## config.mk

```make
export PLATFORM = sky130hd
export DESIGN_NAME = bcd_addsub_serial
export DESIGN_NICKNAME = d
export VERILOG_FILES = /design/src/rtl/bcd_pkg.sv /design/src/rtl/bcd_digit_adder.sv /design/src/rtl/bcd_addsub_serial.sv
export SDC_FILE = /design/constraint.sdc
export NUM_CORES = 1
export LEC_CHECK = 0
export BUFFER_PORTS_ARGS = -buffer_cell sky130_fd_sc_hd__buf_2
export CAP_MARGIN = 20
export CORE_AREA = 2 2 116 118
export DETAILED_ROUTE_END_ITERATION = 7
export DIE_AREA = 0 0 118 120
export PLACE_DENSITY = 0.66
export SLEW_MARGIN = 20
export SYNTH_ARGS = -nofsm -noshare
export SYNTH_HDL_FRONTEND = slang
export SYNTH_SLANG_ARGS = --single-unit
```

## constraint.sdc

```tcl
create_clock -name clk -period 3.5 [get_ports clk]
set_input_delay 0.7 -clock clk [delete_from_list [all_inputs] [get_ports clk]]
set_output_delay 0.7 -clock clk [all_outputs]
set_load 0.01 [all_outputs]
```

## src/rtl/bcd_pkg.sv

```systemverilog
// Shared types and helpers for the digit-serial BCD adder/subtractor.
// BCD_SIGN_MAG_EN adds the FIX state that turns a borrowed result into a magnitude.
package bcd_pkg;

  typedef logic [3:0] bcd_digit_t;

`ifdef BCD_SIGN_MAG_EN
  typedef enum logic [1:0] {
    IDLE = 2'd0,
    RUN  = 2'd1,
    FIX  = 2'd2,
    DONE = 2'd3
  } state_t;
`else
  typedef enum logic [1:0] {
    IDLE = 2'd0,
    RUN  = 2'd1,
    DONE = 2'd2
  } state_t;
`endif

  localparam bcd_digit_t BCD_MAX_DIGIT = 4'd9;

  // Widest operand is_valid_bcd accepts; narrower operands are zero-extended.
  localparam int unsigned BCD_MAX_VEC_W = 256;

  function automatic bcd_digit_t nines_comp(input bcd_digit_t d);
    return BCD_MAX_DIGIT - d;
  endfunction

  function automatic logic is_valid_bcd(input logic [BCD_MAX_VEC_W-1:0] v);
    logic ok;
    ok = 1'b1;
    for (int i = 0; i < int'(BCD_MAX_VEC_W / 4); i++) begin
      if (v[4*i +: 4] > BCD_MAX_DIGIT) ok = 1'b0;
    end
    return ok;
  endfunction

endpackage

```

## src/rtl/bcd_digit_adder.sv

```systemverilog
// Single BCD digit adder: a + b + cin with +6 decimal correction.
module bcd_digit_adder
  import bcd_pkg::*;
(
  input  bcd_digit_t a,
  input  bcd_digit_t b,
  input  logic       cin,
  output bcd_digit_t sum,
  output logic       cout
);

  logic [4:0] raw;

  always_comb begin
    raw  = 5'(a) + 5'(b) + 5'(cin);
    cout = (raw > 5'd9);
    sum  = cout ? 4'(raw + 5'd6) : raw[3:0];
  end

endmodule

```

## src/rtl/bcd_addsub_serial.sv

```systemverilog
// Digit-serial packed-BCD adder/subtractor, LSD first, start/busy/done handshake.
// Define BCD_SIGN_MAG_EN to return |A-B| (extra FIX pass) instead of ten's complement on borrow.
module bcd_addsub_serial
  import bcd_pkg::*;
#(
  parameter int unsigned DIGITS           = 8,
  parameter int unsigned DIGITS_PER_CYCLE = 1
) (
  input  logic                  clk,
  input  logic                  resetn,
  input  logic                  start,
  input  logic                  sub,
  input  logic [4*DIGITS-1:0]   arg1,
  input  logic [4*DIGITS-1:0]   arg2,
  output logic                  busy,
  output logic                  done,
  output logic [4*DIGITS-1:0]   result,
  output logic                  carry,
  output logic                  invalid
);

  localparam int unsigned W  = 4 * DIGITS;
  localparam int unsigned SW = 4 * DIGITS_PER_CYCLE;
  localparam int unsigned N  = DIGITS / DIGITS_PER_CYCLE;
  localparam int unsigned CW = (N > 1) ? $clog2(N) : 1;

  if ((DIGITS % DIGITS_PER_CYCLE) != 0) begin : g_bad_dpc
    $error("DIGITS_PER_CYCLE must divide DIGITS");
  end
  if (W > BCD_MAX_VEC_W) begin : g_bad_digits
    $error("DIGITS exceeds the supported operand width");
  end

  state_t              state_q, state_d;
  logic [CW-1:0]       cnt_q, cnt_d;
  logic [W-1:0]        a_q, a_d, b_q, b_d, res_q, res_d;
  logic [W-1:0]        res_shift, result_d;
  logic                cin_q, cin_d, sub_q, sub_d, inv_q, inv_d;
  logic                carry_d, invalid_d, busy_d, done_d;
  logic [SW-1:0]       sum_vec;
  logic [DIGITS_PER_CYCLE:0] chain;
  logic                last_c, start_inv_c;

  // Carry chain of digit adders; B path is nine's-complemented for subtraction.
  assign chain[0] = cin_q;
  for (genvar g = 0; g < int'(DIGITS_PER_CYCLE); g++) begin : g_chain
    bcd_digit_t b_dig;
    assign b_dig = sub_q ? nines_comp(b_q[4*g +: 4]) : b_q[4*g +: 4];
    bcd_digit_adder u_add (
      .a    (a_q[4*g +: 4]),
      .b    (b_dig),
      .cin  (chain[g]),
      .sum  (sum_vec[4*g +: 4]),
      .cout (chain[g+1])
    );
  end

  // New digits enter at the MSD side so the first digit ends up at bits [3:0].
  assign res_shift   = W'({sum_vec, res_q} >> SW);
  assign last_c      = (cnt_q == CW'(N - 1));
  assign start_inv_c = ~(is_valid_bcd(BCD_MAX_VEC_W'(arg1)) & is_valid_bcd(BCD_MAX_VEC_W'(arg2)));

  always_ff @(posedge clk or negedge resetn) begin
    if (!resetn) begin
      state_q <= IDLE;
      cnt_q   <= '0;
      a_q     <= '0;
      b_q     <= '0;
      res_q   <= '0;
      cin_q   <= 1'b0;
      sub_q   <= 1'b0;
      inv_q   <= 1'b0;
      result  <= '0;
      carry   <= 1'b0;
      invalid <= 1'b0;
      busy    <= 1'b0;
      done    <= 1'b0;
    end else begin
      state_q <= state_d;
      cnt_q   <= cnt_d;
      a_q     <= a_d;
      b_q     <= b_d;
      res_q   <= res_d;
      cin_q   <= cin_d;
      sub_q   <= sub_d;
      inv_q   <= inv_d;
      result  <= result_d;
      carry   <= carry_d;
      invalid <= invalid_d;
      busy    <= busy_d;
      done    <= done_d;
    end
  end

  always_comb begin
    state_d   = state_q;
    cnt_d     = cnt_q;
    a_d       = a_q;
    b_d       = b_q;
    res_d     = res_q;
    cin_d     = cin_q;
    sub_d     = sub_q;
    inv_d     = inv_q;
    result_d  = result;
    carry_d   = carry;
    invalid_d = invalid;
    busy_d    = 1'b0;
    done_d    = 1'b0;

    unique case (state_q)
      IDLE, DONE: begin
        state_d = IDLE;
        if (start) begin
          state_d   = RUN;
          cnt_d     = '0;
          a_d       = arg1;
          b_d       = arg2;
          res_d     = '0;
          sub_d     = sub;
          cin_d     = sub;
          inv_d     = start_inv_c;
          result_d  = '0;
          carry_d   = 1'b0;
          invalid_d = 1'b0;
          busy_d    = 1'b1;
        end
      end

      RUN: begin
        a_d    = a_q >> SW;
        b_d    = b_q >> SW;
        res_d  = res_shift;
        cin_d  = chain[DIGITS_PER_CYCLE];
        cnt_d  = cnt_q + CW'(1);
        busy_d = 1'b1;
        if (last_c) begin
`ifdef BCD_SIGN_MAG_EN
          // Borrow: second pass computes 0 - raw result to recover the magnitude.
          if (sub_q && !chain[DIGITS_PER_CYCLE] && !inv_q) begin
            state_d = FIX;
            cnt_d   = '0;
            a_d     = '0;
            b_d     = res_shift;
            cin_d   = 1'b1;
            sub_d   = 1'b1;
          end else
`endif
          begin
            state_d   = DONE;
            busy_d    = 1'b0;
            done_d    = 1'b1;
            result_d  = inv_q ? '0 : res_shift;
            carry_d   = ~inv_q & (sub_q ^ chain[DIGITS_PER_CYCLE]);
            invalid_d = inv_q;
          end
        end
      end

`ifdef BCD_SIGN_MAG_EN
      FIX: begin
        a_d    = a_q >> SW;
        b_d    = b_q >> SW;
        res_d  = res_shift;
        cin_d  = chain[DIGITS_PER_CYCLE];
        cnt_d  = cnt_q + CW'(1);
        busy_d = 1'b1;
        if (last_c) begin
          state_d   = DONE;
          busy_d    = 1'b0;
          done_d    = 1'b1;
          result_d  = res_shift;
          carry_d   = 1'b1;
          invalid_d = 1'b0;
        end
      end
`endif

      default: state_d = IDLE;
    endcase
  end

endmodule

```

==> impl_metrics.ini <==
[pwr]
ir_worst_vdd_v = 0.0005099
leakage_nw = 3.428
powerDensity_nw_per_um2 = 1078

[worst_setup_path]
worstSetupPathType = flop to flop
critPathMaxStageDelay_ns = 0.45
path_max_fanout = 6
worstPathRequired_ns = 3.81
cp_top_family = adder cells
critPathArrivalTime_ns = 3.20
cp_slowest_cell = dfrtp_1
crit_buf_inv = 1
r2r_setup_slack_ns = 0.61
worstPathCellList = xnor2_1, fa_1, inv_1, fa_1, xnor2_1, ha_1, a22oi_1, a31oi_4, xnor2_1, a22o_2
start_kind = flop
cp_common_cell = xnor2_1
cp-end-kind = flop

[sta]
tns_ns = 0
relSlewSlack_pct = 48.59
rsz0062_at_grt = no
finClkSkew_ns = 0.005158
finalSetupViolCount = 0
worstMarginPinSlew_ns = 0.7712
fmax_mhz = 345.7
hold_viol_final = 0
finalCritPeriodShare_pct = 82.64
final_max_slew_viol_count = 0
layout_min_cycle_time_ns = 2.893

[synth]
synth.most_common_cell = dfrtp_1
synth_top_cell_area_share_pct = 59.91
yosysWarnings = 0
syn_nets = 624
ys_seq_elements = 136
syn_area_sq_um = 5680
syn-instance-count = 547
ys_seq_area_share_pct = 59.91
synth_area_leaders = dfrtp_1 60%, a22o_1 9.6%, nand2_1 6.7%
synth-edff-count = 0
synth_flop_cell = dfrtp_1
synth.distinct_cells = 34
yosys.area.top_type = dfrtp_1
ys_async_sr_fraction_pct = 100.0
syn_area_per_cell_sq_um = 10.38
synth_commonest_cells = 136 x dfrtp_1, 101 x nand2_1, 71 x nor2_1

[status]
status = completed

[clocking]
ctsResizeCount = 0
htreeDepth = 4
clockRootBuffer = clkbuf_16
clk_latency_ns = 0.42
cts_buffer_depth = 2
numCtsBuffers = 17
clock_sinks = 136
cts_tree = done
post-cts-setup-buffers = 0
cts.clk_slew.worst_paths_ns = 0.06
ctsHoldBuffers = 0

[detailed_routing]
firstDrtPassIters = 4
postRouteAntennaNets = 0
vias = 4522
top_layer = met4
drt-initial-drc-count = 347
wl_met1_um = 6109
met3WireLength_um = 718
avgViaCountPerCell = 5.468
dr_wl_met2_um = 6259
wl_per_cell_um = 16.20
totalWireLength_um = 13400
drc_errors = 0

[cells_and_area]
nFillCells = 1165
n_antenna_cell = 0
drive_gt1_share_pct = 23.35
syn_to_final_growth_pct = 24.05
post-route-util_pct = 54.29
fin_nets = 715

[global_routing]
overflow = 0
antenna_found_initial = 0
grt_pass1_vias = 4442
grt_pass1_wl_um = 22210
track_usage_pct = 20.07
grt_start_max_net_pins = 85

[die]
fp-row-count = 42
die_h_um = 120
io_pins = 104
die_w_um = 118
start_util_pct = 43.76
design.die.area_sq_um = 14160
fp.coreArea_sq_um = 12980

[place]
place.gp.congestion = 0.8147
hpwl_um = 8769
port_buffers = 103

[min_path]
hp-class = input port to async pin

[run]
max_cap_viol_count = 0
placed cells by master (no fill, tap or decap), types with 2 or more instances in the layout:
master      instances
buf_2             102
clkinvlp_4          2
nand3_1             3
a211oi_1            2
nand2_1           101
ha_1                7
buf_4               6
o21ai_0            30
dfrtp_1           136
nor2_2              2
xnor2_1             4
o22ai_1            14
a31oi_1            43
a22o_1             62
a21oi_1             3
fa_1                2
a21o_2              2
clkbuf_16          17
inv_1               6
inv_6               4
nor2_1             69
nand4_1             4
bufinv_16           6
nor2b_4             2
state kept, by name (all words and copies together) (netlist names):
register and flops:
done 1, result 32, busy 1, cnt_q 3, inv_q 1, sub_q 1
cin_q 1, invalid 1, state_q 2, a_q 32, b_q 32, res_q 28
carry 1
worst register-to-register path, delay by kind of cell (launching register included):
family                   cells  cell delay (ns)
adder cells (fa/ha/maj)      3             0.89
AO/OA/AOI/OAI                3             0.76
buffers and inverters        1             0.07
flip-flops                   1             0.45
XOR/XNOR                     3             0.61
metrics by stage:
step	power [mW]	area, sq um	worst slack [ns]	hold WS (ns)	instances
CTS	7.643	7047	0.6056	0.3511	827
detailed placement	5.572	6365	0.6265	0.4699	795
finish	7.600	7047	0.6075	0.3385	827
floorplan	4.769	5680	0.9200	0.4044	547
global placement	5.413	6360	0.8025	0.4716	795
global route	8.148	7047	0.4192	0.3828	827
cell type report:
type	instances	area (sq um)	area share (%)
timing repair buffer	110	586.8	8.327
clock inverter	13	239.0	3.391
inverter	6	22.52	0.3196
clock buffer	19	442.9	6.286
sequential	136	3403	48.30
tap	176	220.2	3.125
multi-input combinational	367	2132	30.26
power breakdown:
part	internal, mW	total [mW]	switching (mW)
registers	2.23	2.64	0.413
clock network	1.37	2.05	0.690
logic	1.24	2.90	1.66
total	4.83	7.60	2.77
cells by family (layout without fill, tap and decap cells):
family	count (synthesis)	count (layout)	synth area share, %
buf+inv	44	148	3.084
xor+xnor	5	5	0.7709
compound gates	163	163	20.57
simple gates	190	190	13.41
flops	136	136	59.91
fa+ha+maj	9	9	2.247
path summary, 6_finish.rpt:
path / start / endpoint / cells past startpoint
min in group clk: result[30] / result[30] / 2
max reg2reg: sub_q / res_q[29] / 10
max in group asynchronous: resetn / b_q[11] / 2
max: sub_q / res_q[29] / 10
min reg2reg: result[30] / result[30] / 2
min: resetn / result[19] / 1
per-layer routing:
metal	up-vias	GRT usage, %
li1	2125	-
met1	2229	26.51
met2	148	31.14
met3	20	5.086
met4	0	9.488
met5	-	0
No activity file was read; power rests on OpenSTA's default activity.
